`config.mk`:
```
export PLATFORM = sky130hd
export DESIGN_NAME = rv_instr_encoder
export DESIGN_NICKNAME = d
export VERILOG_FILES = /design/src/rtl/rv_defs_pkg.sv /design/src/rtl/rv_instr_pack.sv /design/src/rtl/rv_instr_encoder.sv
export SDC_FILE = /design/constraint.sdc
export NUM_CORES = 1
export LEC_CHECK = 0
export BUFFER_PORTS_ARGS = -buffer_cell sky130_fd_sc_hd__buf_2
export CAP_MARGIN = 0
export CORE_MARGIN = 5
export CORE_UTILIZATION = 40
export CTS_BUF_LIST = sky130_fd_sc_hd__clkbuf_4 sky130_fd_sc_hd__clkbuf_8
export DETAILED_ROUTE_END_ITERATION = 12
export PLACE_DENSITY_LB_ADDON = 0.2
export SYNTH_ARGS = -nofsm -noshare
export SYNTH_HDL_FRONTEND = slang
export SYNTH_SLANG_ARGS = --single-unit
```
`constraint.sdc`:
```
create_clock -name clk -period 5.5 [get_ports clk]
set_input_delay 0 -clock clk [delete_from_list [all_inputs] [get_ports clk]]
set_output_delay 0 -clock clk [all_outputs]
set_load 0.03 [all_outputs]
```
`src/rtl/rv_defs_pkg.sv`:
```
// rv_defs_pkg: RV32I format codes, opcodes and field positions shared by the encoder and the main decoder.
package rv_defs_pkg;
   typedef enum logic [2:0] {
      FMT_R = 3'd0,
      FMT_I = 3'd1,
      FMT_S = 3'd2,
      FMT_B = 3'd3,
      FMT_U = 3'd4,
      FMT_J = 3'd5
   } fmt_e;
   localparam logic [6:0] OP     = 7'b0110011;
   localparam logic [6:0] OP_IMM = 7'b0010011;
   localparam logic [6:0] LOAD   = 7'b0000011;
   localparam logic [6:0] STORE  = 7'b0100011;
   localparam logic [6:0] BRANCH = 7'b1100011;
   localparam logic [6:0] JAL    = 7'b1101111;
   localparam logic [6:0] JALR   = 7'b1100111;
   localparam logic [6:0] LUI    = 7'b0110111;
   localparam logic [6:0] AUIPC  = 7'b0010111;
   localparam int OPC_LSB = 0;
   localparam int RD_LSB  = 7;
   localparam int F3_LSB  = 12;
   localparam int RS1_LSB = 15;
   localparam int RS2_LSB = 20;
   localparam int F7_LSB  = 25;
   function automatic logic is_shift(input logic [6:0] op, input logic [2:0] f3);
      return op == OP_IMM && (f3 == 3'b001 || f3 == 3'b101);
   endfunction
   function automatic logic fits_signed(input logic [31:0] v, input int n);
      int s;
      s = $signed(v);
      return s >= -(1 <<< (n - 1)) && s < (1 <<< (n - 1));
   endfunction
endpackage

```
`src/rtl/rv_instr_pack.sv`:
```
// rv_instr_pack: combinational field bundle -> RV32I word packer with drop flag.
// Range checking of imm is enabled by INSTR_ENC_RANGE_CHECK_EN.
module rv_instr_pack
   import rv_defs_pkg::*;
(
   input  logic [2:0]  fmt,
   input  logic [6:0]  opcode,
   input  logic [2:0]  funct3,
   input  logic [6:0]  funct7,
   input  logic [4:0]  rs1,
   input  logic [4:0]  rs2,
   input  logic [4:0]  rd,
   input  logic [31:0] imm,
   output logic [31:0] instr,
   output logic        drop
);
   logic shift, illegal;
   assign shift = is_shift(opcode, funct3);
   always_comb begin
      illegal = 1'b0;
      instr = '0;
      case (fmt)
         FMT_R: instr = {funct7, rs2, rs1, funct3, rd, opcode};
         FMT_I: instr = shift ? {funct7, imm[4:0], rs1, funct3, rd, opcode}
                              : {imm[11:0], rs1, funct3, rd, opcode};
         FMT_S: instr = {imm[11:5], rs2, rs1, funct3, imm[4:0], opcode};
         FMT_B: instr = {imm[12], imm[10:5], rs2, rs1, funct3, imm[4:1], imm[11], opcode};
         FMT_U: instr = {imm[31:12], rd, opcode};
         FMT_J: instr = {imm[20], imm[10:1], imm[11], imm[19:12], rd, opcode};
         default: illegal = 1'b1;
      endcase
   end
`ifdef INSTR_ENC_RANGE_CHECK_EN
   logic range_err;
   always_comb begin
      range_err = 1'b0;
      case (fmt)
         FMT_I: range_err = shift ? (imm > 32'd31) : !fits_signed(imm, 12);
         FMT_S: range_err = !fits_signed(imm, 12);
         FMT_B: range_err = !fits_signed(imm, 13) || imm[0];
         FMT_U: range_err = imm[11:0] != 12'd0;
         FMT_J: range_err = !fits_signed(imm, 21) || imm[0];
         default: range_err = 1'b0;
      endcase
   end
   assign drop = illegal | range_err;
`else
   assign drop = illegal;
`endif
endmodule

```
`src/rtl/rv_instr_encoder.sv`:
```
// rv_instr_encoder: packs field bundles into RV32I words and streams them with byte addresses
// through a 2-entry FIFO; INSTR_ENC_RANGE_CHECK_EN enables imm range errors and counters.
module rv_instr_encoder
   import rv_defs_pkg::*;
#(
   parameter int ADDR_W   = 32,
   parameter int ERRCNT_W = 8
) (
   input  logic                clk,
   input  logic                rst_n,
   input  logic                in_valid,
   output logic                in_ready,
   input  logic [2:0]          fmt,
   input  logic [6:0]          opCode,
   input  logic [2:0]          funct3,
   input  logic [6:0]          funct7,
   input  logic [4:0]          rs1,
   input  logic [4:0]          rs2,
   input  logic [4:0]          rd,
   input  logic [31:0]         imm,
   output logic                out_valid,
   input  logic                out_ready,
   output logic [31:0]         out_instr,
   output logic [ADDR_W-1:0]   out_addr,
   input  logic                load_base,
   input  logic [ADDR_W-1:0]   base_addr,
   output logic                err_sticky,
   output logic [ERRCNT_W-1:0] err_cnt,
   input  logic                clear_err
);
   logic [31:0] mem [2];
   logic [1:0] count;
   logic wr_ptr, rd_ptr;
   logic [ADDR_W-1:0] addr_q;
   logic [31:0] word;
   logic drop, accept, push, pop;
   rv_instr_pack u_pack (
      .fmt(fmt), .opcode(opCode), .funct3(funct3), .funct7(funct7),
      .rs1(rs1), .rs2(rs2), .rd(rd), .imm(imm), .instr(word), .drop(drop)
   );
   assign in_ready  = count != 2'd2;
   assign accept    = in_valid && in_ready;
   assign push      = accept && !drop;
   assign out_valid = count != 2'd0;
   assign pop       = out_valid && out_ready;
   assign out_instr = mem[rd_ptr];
   assign out_addr  = addr_q;
   always_ff @(posedge clk or negedge rst_n) begin
      if (!rst_n) begin
         count  <= 2'd0;
         wr_ptr <= 1'b0;
         rd_ptr <= 1'b0;
         addr_q <= '0;
         mem[0] <= '0;
         mem[1] <= '0;
      end else begin
         if (push) begin
            mem[wr_ptr] <= word;
            wr_ptr <= !wr_ptr;
         end
         if (pop) rd_ptr <= !rd_ptr;
         count  <= count + 2'(push) - 2'(pop);
         addr_q <= load_base ? base_addr : pop ? addr_q + ADDR_W'(4) : addr_q;
      end
   end
`ifdef INSTR_ENC_RANGE_CHECK_EN
   // every rejected bundle (bad fmt or imm out of range) is an error
   logic err_ev;
   assign err_ev = accept && drop;
   always_ff @(posedge clk or negedge rst_n) begin
      if (!rst_n) begin
         err_sticky <= 1'b0;
         err_cnt    <= '0;
      end else if (clear_err) begin
         err_sticky <= 1'b0;
         err_cnt    <= '0;
      end else if (err_ev) begin
         err_sticky <= 1'b1;
         err_cnt    <= (err_cnt == '1) ? err_cnt : err_cnt + ERRCNT_W'(1);
      end
   end
`else
   logic unused_clear;
   assign unused_clear = clear_err;
   assign err_sticky = 1'b0;
   assign err_cnt    = '0;
`endif
endmodule

```
==> metrics.cfg <==
[min_path]
hp-class = primary input to register

[floorplan]
io_pins = 180
placementRows = 42
design.core.area_mm2 = 0.0132
die_h_um = 126
die_w_um = 126
initial_core_util_pct = 40.9
die-area_mm2 = 0.0160

[pwr]
report.power.total_w = 0.00312
pwr-share-seq_pct = 37.4
swShare_pct = 42.3
combPwrFrac_pct = 48.0
p_int_w = 0.00180
p_per_area_mw_per_mm2 = 433
peakVddDrop_mv = 0.242
clockPowerShare_pct = 14.7
leakagePower_nw = 3.32
power_switching_w = 0.00132

[synth]
yosysWarnings = 0
synth_top_area_cell = dfrtp_1
synth_cell_types = 45
ys_ff_latch = 100
synthTopCellsByArea = dfrtp_1 (46%), mux2_2 (9.6%), nand2_1 (6.8%)
async_flop_share_pct = 100
syn-cell-area_mm2 = 0.00542
synth_commonest_cells = dfrtp_1 (100), nand2_1 (98), mux2_2 (46)
synth_edf_count = 0
synth_top_area_share_pct = 46.2
synth.most_common_cell = dfrtp_1
ys.flop_type = dfrtp_1
yosysSeqAreaShare_pct = 46.2
postSynthAreaPerCell_um2 = 9.27
netlist_instances = 585

[clock_network]
post_cts_resized = 0
post_cts_buffers = 0
clk_latency_ns = 0.37
cts-buffers-inserted = 9
root_buffer = clkbuf_8
cts.clk_slew.worst_paths_ns = 0.09
clock_path_buffers = 2
cts_sinks = 100
htree_levels = 3
cts_tree = built

[timing]
drv_slew = 0
setup_tns_ns = 0
max-slew-margin-rel_pct = 28.7
fin_skew_ns = 0.00840
hold_viol = 0
rsz0062_at_grt = no
setup_violations = 0
tightest_slew_ns = 1.07
finalCritPeriodShare_pct = 46.6
period_minus_slack_ns = 2.57
max_clock_freq_mhz = 390

[worst_setup_path]
cp_data_arrival_time_ns = 2.82
cp-end-kind = register
crit_path_max_fanout = 25
startpoint_type = register
slowest_delay_ns = 0.94
slowest_stage = and4b_1
crit_chain = nand2b_1, and4b_1, a31oi_1, dlygate4sd3_1
cp.required_ns = 5.75
crit_type = register to register

[finish]
final_cells = 978
antenna_cells = 0
final_area_mm2 = 0.00722
multiInputGateArea_mm2 = 0.00270
area_delta_synth_final_pct = 33.2
fin_nets = 907
seqCellArea_mm2 = 0.00250
drive_gt1_share_pct = 29.7
nFillCells = 1255

[placed_design]
place_congestion = 0.790
place_area_mm2 = 0.00632
dp_cells = 893
port_buffers = 169
dpl.hpwl_mm = 11.0

[global_routing]
grt_pass1_vias = 5391
grt_overflow_total = 0
grt_usage_pct = 20.1
grt_max_degree = 61
grt_pass1_wl_mm = 26.5
antenna_found_initial = 0

[route]
vias_per_cell = 5.25
dr.pass1.iters = 4
totalWireLength_mm = 16.0
via_count = 5138
drc = 0
drt-initial-drc-count = 354
wire_per_inst_um = 16.4
antenna_left = 0

[job]
cap_viol_max_count = 0

[outcome]
status = finished clean

layout make-up:
class	instances	share of cell area, %
flip-flops and latches	100	34.7
clock buffers	12	2.03
clock inverters	2	0.520
inverters	5	0.260
multi-input cells	439	37.5
well taps	176	3.05
repair buffers	244	22.0
sequential cells by signal, summed over array words and instances (netlist names):
name / flops
wr_ptr: 1
mem: 64
out_addr: 32
rd_ptr: 1
count: 2
per-layer routing:
layer  part of all wire [%]  track usage [%]
met5                      0                0
met4                    1.4             5.24
met3                    7.9             6.22
met2                     50             34.5
met1                     41             24.5
logic make-up after synthesis:
family / synth area share [%]
DFF: 46.2
buffers and inverters: 4.50
muxes: 11.2
adders and majority gates: 0.693
xor gates and xnor gates: 2.42
AOI/OAI and AO/OA: 13.3
and+or+nand+nor: 21.7
other: 0.0692
final timing paths:
| path | slack (ns) | to | depth (start not counted) | from |
|---|---|---|---|---|
| worst max-delay path | 2.93 | mem[62] | 4 | count[0] |
| worst min-delay path | 0.04 | mem[11] | 4 | rd[4] |
| worst max register to register | 2.93 | mem[62] | 4 | count[0] |
| worst min register to register | 0.48 | mem[5] | 2 | mem[5] |
| max in group asynchronous | 4.14 | mem[16] | 3 | rst_n |
| min in group asynchronous | 0.14 | mem[45] | 2 | rst_n |
power groups by stage:
stage                     combinational, W  clock (W)  sequential [W]
after floorplan                    0.00102          0         0.00118
after global placement             0.00141          0         0.00116
after detailed placement           0.00143          0         0.00118
after CTS                          0.00151   0.000478         0.00117
after global routing               0.00162   0.000506         0.00120
final                              0.00150   0.000458         0.00117
worst max-delay path, delay by kind of cell, from the launching register on:
family / cells / cell delay (ns)
DFF: 1 / 0.45
AOI/OAI and AO/OA: 1 / 0.18
and+or+nand+nor: 2 / 1.18
buffers and inverters: 1 / 0.62
layout by cell type (no fill, tap or decap), types with 4 or more instances in the layout:
| master | synthesis | final |
|---|---|---|
| dlygate4sd3_1 | 0 | 71 |
| xnor2_1 | 7 | 7 |
| a21oi_1 | 23 | 23 |
| and3_1 | 4 | 4 |
| nand2_1 | 98 | 98 |
| buf_4 | 9 | 5 |
| a31oi_1 | 28 | 28 |
| nor2b_1 | 22 | 22 |
| buf_2 | 0 | 168 |
| nor2_1 | 38 | 38 |
| mux2_2 | 46 | 46 |
| mux2i_1 | 9 | 9 |
| inv_1 | 5 | 5 |
| nand3_1 | 17 | 17 |
| o31ai_1 | 12 | 12 |
| clkbuf_8 | 0 | 9 |
| conb_1 | 1 | 9 |
| a22oi_1 | 4 | 4 |
| dfrtp_1 | 100 | 100 |
| o21ai_0 | 45 | 45 |
| and4_1 | 4 | 4 |
| or4_1 | 16 | 16 |
| xor2_1 | 8 | 8 |
| nand4_1 | 17 | 17 |
through the flow:
stage | hold slack (ns) | setup slack [ns] | util [%]
after floorplan | -0.296 | 3.31 | -
after global placement | 0.00419 | 3.25 | 47.8
after detailed placement | 0.00816 | 3.17 | 47.8
after CTS | 0.00989 | 2.99 | 54.5
after global routing | 0.0246 | 2.78 | 54.5
final | 0.0375 | 2.93 | 54.5
timing repair:
| item | in CTS | in global routing |
|---|---|---|
| hold buffers | 71 | 0 |
| setup endpoints to repair | 0 | 0 |
| hold endpoints to repair | 124 | 0 |
Note: power is estimated with default switching activity, not from simulation.
